## src/rtl/pb_input_decoder.sv

```systemverilog
// Push-button front end: two-flop synchronizer, tick-paced per-button debounce,
// and a highest-index priority encoder with one-cycle press/release strobes.
module pb_input_decoder #(
  parameter int TICK_DIV = 100000,
  parameter int DEB_LEN  = 4
) (
  input  logic        hwclk,
  input  logic        n_rst,
  input  logic [14:0] pb,
  output logic [14:0] btn_db,
  output logic [3:0]  key,
  output logic        key_valid,
  output logic        press,
  // "release" is a reserved word in SystemVerilog, so the strobe is key_release
  output logic        key_release
);

  localparam int                 CNT_W     = (TICK_DIV > 1) ? $clog2(TICK_DIV) : 1;
  localparam logic [CNT_W-1:0]   CNT_MAX   = CNT_W'(TICK_DIV - 1);
  localparam logic [DEB_LEN-1:0] HIST_ONES = '1;
  localparam logic [DEB_LEN-1:0] HIST_ZERO = '0;

  logic [14:0]        pb_p0;
  logic [14:0]        pb_p1;
  logic [CNT_W-1:0]   tick_cnt;
  logic               tick;
  logic [DEB_LEN-1:0] hist       [15];
  logic [DEB_LEN-1:0] hist_shift [15];
  logic [14:0]        db_nxt;
  logic [3:0]         key_nxt;

  function automatic logic [3:0] encode_key(input logic [14:0] b);
    logic [3:0] code;
    code = 4'd0;
    for (int i = 0; i < 15; i++) begin
      if (b[i]) code = 4'(i + 1);
    end
    return code;
  endfunction

  // Stage p0/p1: metastability synchronizer, pb_p1 is the synchronized level
  always_ff @(posedge hwclk) begin
    if (!n_rst) begin
      pb_p0 <= '0;
      pb_p1 <= '0;
    end else begin
      pb_p0 <= pb;
      pb_p1 <= pb_p0;
    end
  end

  assign tick = (tick_cnt == CNT_MAX);

  always_ff @(posedge hwclk) begin
    if (!n_rst) begin
      tick_cnt <= '0;
    end else if (tick) begin
      tick_cnt <= '0;
    end else begin
      tick_cnt <= tick_cnt + CNT_W'(1);
    end
  end

  // Stage p2: debounce histories, level changes only on a full run of equal samples
  always_comb begin
    db_nxt = btn_db;
    for (int i = 0; i < 15; i++) begin
      hist_shift[i] = {hist[i][DEB_LEN-2:0], pb_p1[i]};
      if (hist_shift[i] == HIST_ONES) begin
        db_nxt[i] = 1'b1;
      end else if (hist_shift[i] == HIST_ZERO) begin
        db_nxt[i] = 1'b0;
      end
    end
  end

  always_ff @(posedge hwclk) begin
    if (!n_rst) begin
      for (int i = 0; i < 15; i++) hist[i] <= '0;
      btn_db <= '0;
    end else if (tick) begin
      for (int i = 0; i < 15; i++) hist[i] <= hist_shift[i];
      btn_db <= db_nxt;
    end
  end

  // Stage p3: registered key code and edge strobes derived from the code change
  assign key_nxt = encode_key(btn_db);

  always_ff @(posedge hwclk) begin
    if (!n_rst) begin
      key         <= 4'd0;
      key_valid   <= 1'b0;
      press       <= 1'b0;
      key_release <= 1'b0;
    end else begin
      key         <= key_nxt;
      key_valid   <= (key_nxt != 4'd0);
      press       <= (key_nxt != 4'd0) && (key_nxt != key);
      key_release <= (key_nxt == 4'd0) && (key != 4'd0);
    end
  end

endmodule
```

## config.mk

```make
export PLATFORM = sky130hd
export DESIGN_NAME = pb_input_decoder
export DESIGN_NICKNAME = d
export VERILOG_FILES = /design/src/rtl/pb_input_decoder.sv
export SDC_FILE = /design/constraint.sdc
export NUM_CORES = 1
export LEC_CHECK = 0
export ABC_AREA = 1
export CAP_MARGIN = 40
export CORE_MARGIN = 10
export CORE_UTILIZATION = 50
export DETAILED_ROUTE_END_ITERATION = 10
export DONT_BUFFER_PORTS = 1
export PLACE_DENSITY = 0.74
export SLEW_MARGIN = 20
export SYNTH_ARGS = -nofsm -noshare
export SYNTH_HDL_FRONTEND = slang
export SYNTH_SLANG_ARGS = --single-unit
```

## constraint.sdc

```tcl
create_clock -name hwclk -period 4.23 [get_ports hwclk]
set_input_delay 0.846 -clock hwclk [delete_from_list [all_inputs] [get_ports hwclk]]
set_output_delay 0.846 -clock hwclk [all_outputs]
set_load 0.005 [all_outputs]
```

# --- Word level (Yosys, flattened, before mapping) ---
# Memory sizes are Yosys's and may differ from the RTL's.
# Index checks and enable logic that the tools add are counted.
classes:
  add_sub_neg: 1
  eq_ne: 17
  mux: 64
  bitwise_logic: 16
  n_reduce_logical: 51
op_table:
  columns: ["operator", "n"]
  rows:
  - ["$mux W4", 29]
  - ["$logic_not A4 Y1", 16]
  - ["$eq A4 B4 Y1 const B", 15]
  - ["$mux W1", 35]
  - ["$reduce_and A2 Y1", 15]
  - ["$reduce_bool A2 Y1", 15]
  - ["$add A17 B1 Y17 const B", 1]
  - ["$eq A17 B17 Y1 const B", 1]
  - ["$or A1 B1 Y1", 15]
  - ["$reduce_bool A4 Y1", 2]
  - ["$ne A4 B4 Y1", 1]
  - ["$logic_and A1 B1 Y1", 2]
  - ["$reduce_or A2 Y1", 1]
  - ["$not A1 Y1", 1]
totals:
  reg_bits: 69
  ramBits: 60
  input_bits: 17
  output_inout_bits: 22
  wordCells: 172
  memories: 1
mem_list:
  columns: ["memory", "depth", "word_bits", "read_ports", "rd_ports_with_merged_regs", "write_ports", "line", "rtl"]
  rows:
  - ["hist", 15, 4, 15, 0, 15, "27", "logic [DEB_LEN-1:0] hist [15];"]

# --- Longest topological paths before layout ---
# Gate-level depths: netlist of run 1.
depth:
  word_depth: 17
  mapped_depth: 18
  ltp_nobuf: 18

# --- Least setup slack after synthesis of run 1 ---
# Ideal clock, no wire load.
synth_path:
  kind: "input-to-reg"
  from: "in n_rst"
  to: "mem hist[0][0], enable pin"
  setup_time_ns: 0.386
  arrival_time_ns: 1.861
  slack_ns: 1.983
  path_stages: 3
  cell_sequence: "buf_2 > nand2_1 > buf_2"
synth_lines:
  columns: ["item", "line", "rtl"]
  rows:
  - ["from (decl)", "8", "input logic n_rst,"]
  - ["to (decl)", "27", null]

==> flow_metrics.tcl, run 1 <==
set metrics [dict create \
    postSynth.asyncResetShare_pct 0 \
    crit_path_dat_ps 3340 \
    number_of_buffers_inserted_to_repair_setup_after_cts 0 \
    setup-violations-final 0 \
    postSynthNetCount 508 \
    post-route-cell-area_sq_um 5290 \
    cts_tree "yes" \
    drt_iter0_drc 228 \
    groute.usage.overall_pct 14.4 \
    r2r_slack_ps 1220 \
    clockRootBuffer "clkbuf_8" \
    detail_route.drc_violations 0 \
    cts.reportedPaths.clkPinSlew_ps 60 \
    worst_hold_path.endpoint "pb_p1[8]" \
    routed-via-count 3235 \
    timing_worst_slew_pin_value_ps 681 \
    cts_made_buffers 17 \
    rsz0062_at_grt "false" \
    postSynthAreaPerCell_sq_um 9.26 \
    crit_type "flip-flop to flip-flop" \
    final_cell_mix "inv_1, nand2_1, dfxtp_1, edfxtp_1, nor2_1" \
    synth_seq_cells 114 \
    fp.coreArea_sq_um 8760 \
    most_common_cell_after_layout_fill_and_taps_aside "inv_1" \
    worstSetupEndpointType "flip-flop" \
    fp-row-count 34 \
    cts-hold-fix-buffers 0 \
    timing.final.ws_setup_ps 1220 \
    yosysUniqueCellTypes 34 \
    hpwl_after_dpl_um 5560 \
    number_of_levels_the_h_tree_was_split_into 4 \
    grt_antenna_before_repair 0 \
    first_global_vias 3279 \
    floorplan.die.height_um 115 \
    first_drt_pass_iteration_count 6 \
    fin_tns_setup_ps 0 \
    grt_start_max_net_pins 56 \
    drv_slew 0 \
    die_width_um 115 \
    max-slew-margin-rel_pct 54.5 \
    timing_hold_violations_final 0 \
    clock_sink_count 114 \
    detailed_route_wire_length_per_cell_um 14.6 \
    post_cts_resized 0 \
    num-fill-cells 682 \
    netlist_area_before_placement_sq_um 4540 \
    max-vdd-ir-drop_mv 0.290 \
    synthesis.instances 490 \
    finalCritPeriodShare_pct 71.1 \
    fmax_mhz 333 \
    run_status "complete, no violations" \
    number_of_antenna_cells_inserted 0 \
    finish.net_count 515 \
    ys_seq_area_share_pct 60.2 \
    worst_hold_path_type "flip-flop to flip-flop" \
    timing.max_cap.violations 0 \
    worst_hold_path.num_cells 2 \
    worst-endpoint-required_ps 4560 \
    timing.critical_path.fanout_max 31 \
    rr_worst_depth 9 \
    start_kind "flip-flop" \
    boundaryPins 39 \
    die_area_sq_um 13300 \
    min-delay-start "pb_p0[8]" \
    vias_per_cell 5.23 \
    power.density_nw_per_um2 519 \
    synth_edf_count 45 \
    worst_clk_skew_ps 6.38 \
    area_growth_pct 16.6 \
    initial_utilization_pct 51.8 \
    routed_wirelength_um 9030 \
    reg2reg_to "hist[0][2]" \
    io_buffer_count 0 \
    layout_min_cycle_time_ps 3010 \
    final_layout_size_suffix_gt1_share_pct 11.8 \
    clock_insertion_delay_worst_skew_ps 510 \
    yosysWarningCount 0 \
    grt_pass1_wl_um 15200 \
    post-route-util_pct 60.4 \
    power.leakage_uw 0.00233 \
    detailed_place.area_sq_um 4650 \
    antenna_nets_post_route 0 \
    launch_point_of_the_worst_reg_to_reg_path "tick_cnt[0]" \
    synth_ff_type "dfxtp_1" \
    finalHoldWorstSlack_ps 409 \
    routabilityCongestion 0.840 \
    place_worst_setup_slack_ps 1310 \
    clockBufferDepth 2 \
    grt.overflow.total 0 \
]
==> state kept, by name, summed over array words and instances (netlist names) <==
signal	cells
key_valid	1
key_release	1
key	4
pb_p0	15
tick_cnt	17
pb_p1	15
press	1
btn_db	15
hist	45
==> critical path, cell delays in order (launching register included) <==
cell	delay (ps)
dfxtp_1	360
ha_1	180
nand2_1	60
inv_2	60
nand2_2	70
nor2_4	130
nand3_1	480
inv_2	650
nand2_1	570
nor2_1	290
==> layer usage <==
layer	GRT usage (%)	vias to the layer above	wire length (um)
li1	-	1596	-
met1	15.6	1529	3660
met2	24.5	95	4580
met3	4.95	15	663
met4	7.18	0	132
met5	0	-	0
==> cell families after synthesis <==
group | Yosys count | share of synthesized area [%]
adders and majority gates | 1 | 0.276
DFF | 114 | 60.2
and+or+nand+nor | 202 | 21.3
buffers and inverters | 120 | 10.2
AOI/OAI and AO/OA | 44 | 6.23
xor gates and xnor gates | 9 | 1.74
==> cell type report <==
type | instances | area (sq um) | area share (%)
Multi-Input combinational cell | 256 | 1340 | 25.4
Inverter | 105 | 394 | 7.45
Timing Repair Buffer | 3 | 42.5 | 0.804
Clock inverter | 9 | 110 | 2.08
Clock buffer | 23 | 532 | 10.1
Sequential cell | 114 | 2730 | 51.7
Tap cell | 108 | 135 | 2.55
==> Yosys cell counts, drive strengths merged (5+ instances only) <==
| library cell | n | area share [%] |
|---|---|---|
| inv | 104 | 8.6 |
| a41oi | 10 | 1.9 |
| nor4 | 8 | 1.2 |
| nand2 | 89 | 7.5 |
| clkbuf | 5 | 0.41 |
| dfxtp | 69 | 30 |
| xor2 | 6 | 1.2 |
| nor3 | 27 | 4.3 |
| edfxtp | 45 | 30 |
| a21oi | 21 | 2.3 |
| nand4 | 13 | 1.8 |
| buf | 10 | 1.1 |
| nor2 | 44 | 4.0 |
| nand3 | 16 | 1.8 |
==> worst max-delay path by stage <==
stage,cells after the start,slack (ps),endpoint,from
global route,9,940,hist[0][2],tick_cnt[0]
global placement,9,1480,hist[0][6],tick_cnt[0]
detailed placement,9,1310,hist[0][2],tick_cnt[0]
CTS,9,1200,hist[0][2],tick_cnt[0]
floorplan,3,1980,hist[0][0],n_rst
finish,9,1220,hist[0][2],tick_cnt[0]
==> metrics by stage <==
stage          total power, uW  std cells
4_1_cts                   2760        618
2_1_floorplan             1260        490
3_5_place_dp              1270        586
6_report                  2740        618
5_1_grt                   2830        618
3_3_place_gp              1260        585
==> report_power, final <==
part	internal, uW	leakage, uW	switching (uW)	total, uW
Clock	996	0.000312	501	1500
Sequential	1180	0.00102	16.8	1190
Combinational	17.2	0.00100	36.9	54.1
Total	2190	0.00233	554	2740
Power figures use the tool's default switching activity.
==> inputs of run 2 (changes only) <==
PLACE_DENSITY = 0.77   (was 0.74)
clock period = 2.7 ns   (was 4.23 ns; I/O delays follow)
==> run 2 against run 1 <==
Against the previous run: flip-flop and latch count stayed put; via count is 3.4% lower; non-clock buffer count is 3 higher; sequential share of layout area is 0.098 points higher; maximum frequency is 58% higher; cell area is 0.19% lower; largest power group unchanged.
==> flow_metrics.tcl, run 2 (same netlist as run 1, synthesis figures left out) <==
set metrics [dict create \
    multiInputGateArea_sq_um 1340 \
    worst_hold_path_type "primary input to flip-flop" \
    routed-via-count 3124 \
    timing_hold_violations_final 0 \
    cpMostUsedCell "inv_2" \
    reg2reg_to "btn_db[7]" \
    fp.coreArea_sq_um 8760 \
    cts_made_buffers 17 \
    boundaryPins 39 \
    drt_iter0_drc 198 \
    worst_hold_path.endpoint "pb_p0[2]" \
    io_buffer_count 0 \
    layout_min_cycle_time_ps 1900 \
    fmax_mhz 525 \
    clockRootBuffer "clkbuf_8" \
    num-fill-cells 730 \
    final_cells 621 \
    top_register "hist" \
    worst_hold_path.num_cells 2 \
    post-route-util_pct 60.3 \
    largest_registers "hist: 45 flops, tick_cnt: 17 flops" \
    initial_utilization_pct 51.8 \
    worstPathCellList "ha_1 > nand2_1 > inv_2 > nand2_2 > nor2_4 > nand3_1 > inv_2 > buf_4 > nand4_1 > a21oi_1 > nor3_2" \
    area_growth_pct 16.3 \
    grt_start_max_net_pins 56 \
    drv_slew 0 \
    start_kind "flip-flop" \
    max_stage_delay_cell_worst_path "dfxtp_1" \
    die_width_um 115 \
    finalHoldWorstSlack_ps 120 \
    detail_route.drc_violations 0 \
    setup-violations-final 0 \
    cts-hold-fix-buffers 0 \
    power.leakage_uw 0.00234 \
    post_cts_resized 0 \
    critPathBufInv 3 \
    antenna_nets_post_route 0 \
    largest_register_ff_count 45 \
    min-delay-start "pb[2]" \
    clockBufferDepth 2 \
    routabilityCongestion 0.770 \
    fp-row-count 34 \
    number_of_antenna_cells_inserted 0 \
    detailed_route_wire_length_per_cell_um 13.8 \
    finalCritPeriodShare_pct 70.5 \
    timing.critical_path.fanout_max 30 \
    grt_pass1_wl_um 14700 \
    crit_type "flip-flop to flip-flop" \
    timing_worst_slew_pin_value_ps 355 \
    worst-endpoint-required_ps 3090 \
    r2r_slack_ps 800 \
    routed_wirelength_um 8580 \
    final_cell_mix "inv_1, nand2_1, dfxtp_1, edfxtp_1, nor2_1" \
    die_area_sq_um 13300 \
    critical_path_max_stage_delay_ps 350 \
    final-seq-area_sq_um 2730 \
    cts.reportedPaths.clkPinSlew_ps 60 \
    dp_cells 589 \
    power.total_uw 4170 \
    vias_per_cell 5.03 \
    launch_point_of_the_worst_reg_to_reg_path "tick_cnt[0]" \
    crit_family "simple AND/OR/NAND/NOR gates" \
    floorplan.die.height_um 115 \
    max-vdd-ir-drop_mv 0.446 \
    clock_insertion_delay_worst_skew_ps 520 \
    most_common_cell_after_layout_fill_and_taps_aside "inv_1" \
    clock_sink_count 114 \
    rr_worst_depth 11 \
    worst_clk_skew_ps 10.9 \
    timing.max_cap.violations 0 \
    first_global_vias 3197 \
    first_drt_pass_iteration_count 5 \
    rsz0062_at_grt "false" \
    power.density_nw_per_um2 790 \
    grt.overflow.total 0 \
    final_layout_size_suffix_gt1_share_pct 12.1 \
    max-slew-margin-rel_pct 76.1 \
    cts_tree "yes" \
    crit_path_dat_ps 2290 \
    groute.usage.overall_pct 14.0 \
    grt_antenna_before_repair 0 \
    fin_tns_setup_ps 0 \
    finish.net_count 518 \
    hpwl_after_dpl_um 5880 \
    number_of_buffers_inserted_to_repair_setup_after_cts 0 \
    worstSetupEndpointType "flip-flop" \
    run_status "complete, no violations" \
    number_of_levels_the_h_tree_was_split_into 4 \
]
run 2: changes by cell type in the layout (fill, tap and decap cells not counted), moves of 2 or more:
cell / change
bufinv_16: -2
clkbuf_8: +2
clkinv_2: +2
clkinv_4: -2
buf_4: +3
run 2: per-stage QoR:
step / instance area, sq um / worst slack, ps
6_report: 5280 / 796
5_1_grt: 5280 / 624
4_1_cts: 5280 / 808
3_5_place_dp: 4660 / 811
3_3_place_gp: 4660 / 870
2_1_floorplan: 4540 / 517
run 2: layer usage:
| layer | GRT usage [%] | part of all wire (%) | routed length (um) | vias up |
|---|---|---|---|---|
| li1 | - | - | - | 1603 |
| met4 | 6.93 | 1.2 | 107 | 0 |
| met3 | 5.83 | 6.6 | 564 | 11 |
| met5 | 0 | 0 | 0 | - |
| met2 | 23.6 | 51 | 4370 | 64 |
| met1 | 14.6 | 41 | 3540 | 1446 |
run 2: power breakdown:
group | leakage (uW) | total (uW) | switching, uW | internal (uW)
Sequential | 0.00102 | 1870 | 25.8 | 1840
Clock | 0.000306 | 2220 | 745 | 1470
Combinational | 0.00101 | 82.3 | 56.4 | 25.9
run 2: worst max path at each step:
| stage | start | endpoint | slack [ps] | cells after the start |
|---|---|---|---|---|
| after global routing | tick_cnt[0] | btn_db[7] | 620 | 11 |
| final | tick_cnt[0] | btn_db[7] | 800 | 11 |
| after detailed placement | tick_cnt[0] | hist[1][9] | 810 | 9 |
| after global placement | tick_cnt[0] | hist[1][18] | 870 | 9 |
| after floorplan | tick_cnt[0] | hist[0][0] | 520 | 8 |
| after CTS | tick_cnt[0] | hist[1][18] | 810 | 9 |
run 2: layout make-up:
class                      instances  area share (%)
clock buffer                      27            11.1
inverter                         105            7.46
timing repair buffer               6            1.09
clock inverter                     5           0.545
multi-input combinational        256            25.5
sequential                       114            51.8
tap                              108            2.56
==> inputs of run 3 (changes only) <==
PLACE_DENSITY = 0.74   (was 0.77)
clock period = 1.8 ns   (was 2.7 ns; I/O delays follow)
==> run 3 against run 2 <==
Against the previous run: first-iteration DRC count increased by 6.1%; non-clock buffer count grew 41; final cell count up 6.6%; critical path depth up 1; clock skew increased by 0.59 ps; clock power rose by 38%; flip-flop and latch count unchanged; global-route usage up 0.86 points; largest cell class unchanged; register-to-register slack worse by 780 ps.
==> flow_metrics.tcl, run 3 (same netlist as run 1, synthesis figures left out) <==
set metrics [dict create \
    run_status "complete, no violations" \
    timing_hold_violations_final 0 \
    p_int_uw 4860 \
    grt.overflow.total 0 \
    fmax_mhz 560 \
    max_stage_delay_cell_worst_path "dfxtp_2" \
    detail_route.drc_violations 0 \
    number_of_antenna_cells_inserted 0 \
    drv_slew 0 \
    max-slew-margin-rel_pct 66.9 \
    vias_per_cell 5.12 \
    initial_utilization_pct 51.8 \
    power.total_uw 6060 \
    setup-violations-final 0 \
    final_cell_mix "inv_1, nand2_1, dfxtp_1, edfxtp_1, nor2_1" \
    rsz0062_at_grt "true" \
    power_frac_comb_pct 3.0 \
    detailed_route_wire_length_per_cell_um 14.7 \
    routabilityCongestion 0.799 \
    largest_registers "hist: 45 flops, tick_cnt: 17 flops" \
    number_of_levels_the_h_tree_was_split_into 4 \
    hpwl_after_dpl_um 5990 \
    routed_wirelength_um 9730 \
    grt_util_met3_pct 4.90 \
    clockBufferDepth 2 \
    num-fill-cells 667 \
    power.share.clock_pct 50.6 \
    power.sequential.fraction_pct 46.4 \
    netSwitchingFraction_pct 19.8 \
    drt_iter0_drc 210 \
    crit_path_dat_ps 2180 \
    cts.reportedPaths.clkPinSlew_ps 60 \
    grt_start_max_net_pins 34 \
    critical_path_max_stage_delay_ps 350 \
    routed-via-count 3387 \
    floorplan.die.height_um 115 \
    cts_made_buffers 17 \
    worst_hold_path_type "primary input to flip-flop" \
    clockRootBuffer "clkbuf_8" \
    top_usage_layer "met2" \
    post-route-util_pct 65.4 \
    worstSetupEndpointType "flip-flop" \
    first_drt_pass_iteration_count 4 \
    clock_insertion_delay_worst_skew_ps 510 \
    fp-row-count 34 \
    groute.layer.met1.usage_pct 16.9 \
    top_register "hist" \
    power.leakage_uw 0.00254 \
    io_buffer_count 0 \
    worst_clk_skew_ps 11.5 \
    timing_worst_slew_pin_value_ps 492 \
    die_area_sq_um 13300 \
    groute.usage.overall_pct 14.8 \
    net-switching-power_uw 1200 \
    start_kind "flip-flop" \
    die_width_um 115 \
    largest_register_ff_count 45 \
    finalCritPeriodShare_pct 99.2 \
    first_global_vias 3346 \
    clock_sink_count 114 \
    layout_min_cycle_time_ps 1790 \
    worstPathCellList "ha_4 > nand2_2 > inv_2 > nand2_4 > nor2_4 > nand2_2 > nor3_4 > nand3_2 > nor2_4 > nand4_1 > xor2_1 > nor2_2" \
    worst-endpoint-required_ps 2200 \
    antenna_nets_post_route 0 \
    finish.net_count 559 \
    most_common_cell_after_layout_fill_and_taps_aside "inv_1" \
    cts_tree "yes" \
    grt_use_met2_pct 24.7 \
    area_growth_pct 26.3 \
    timing.max_cap.violations 0 \
    final_layout_size_suffix_gt1_share_pct 18.6 \
    boundaryPins 39 \
    fp.coreArea_sq_um 8760 \
    grt_antenna_before_repair 0 \
    timing.critical_path.fanout_max 3 \
    grt_pass1_wl_um 15800 \
    power.density_nw_per_um2 1060 \
    max-vdd-ir-drop_mv 0.691 \
    crit_type "flip-flop to flip-flop" \
]
==> run 3: path summary, 6_finish.rpt <==
path	from	end	slack (ps)	depth (start not counted)
max	tick_cnt[1]	tick_cnt[16]	10	12
min	n_rst	tick_cnt[7]	20	2
max reg2reg	tick_cnt[1]	tick_cnt[16]	10	12
min reg2reg	pb_p0[6]	pb_p1[6]	400	2
==> run 3: worst max-delay path, delay by kind of cell (launching register included) <==
kind / cells / cell delay (ps)
adder cells (fa/ha/maj): 1 / 140
flip-flops: 1 / 350
XOR/XNOR: 1 / 180
buffers and inverters: 1 / 70
AND/OR/NAND/NOR: 9 / 940
==> run 3: through the flow <==
step                TNS [ps]  hold WS, ps  std cells  setup WS (ps)  instance area (sq um)
floorplan                  0          390        490           34.0                   4550
global placement           0          392        598           85.7                   4770
detailed placement      -101          398        598          -37.4                   4770
CTS                        0         2.36        651           2.98                   5540
global route            -914         16.8        662           -113                   5730
finish                     0         19.9        662           14.8                   5730
==> run 3: area by class of cell <==
cell class	instances	area (sq um)	share of cell area, %
sequential	114	2740	47.9
multi-input combinational	256	1430	24.9
timing repair buffer	47	484	8.45
clock buffer	25	464	8.10
inverter	105	397	6.92
tap	108	135	2.36
clock inverter	7	81.3	1.42
==> run 3: routing by layer <==
metal	share of wire, %	vias to the layer above
met2	51	81
met3	6.0	15
met5	0	-
met1	41	1605
li1	-	1686
met4	1.1	0
==> run 3: repair_timing <==
action,in CTS,in global routing
pin swaps,2,12
buffers inserted,4,10
gates cloned,0,1
gates resized for setup,3,31
hold buffers,17,0
hold endpoints to repair,33,0
endpoints found under the setup margin,13,25
==> run 3: power groups by stage <==
stage | sequential (uW) | combinational, uW | clock (uW)
floorplan | 2850 | 111 | 0
global placement | 2850 | 124 | 0
detailed placement | 2860 | 128 | 0
CTS | 2810 | 175 | 3100
global route | 2820 | 206 | 3240
finish | 2810 | 181 | 3070
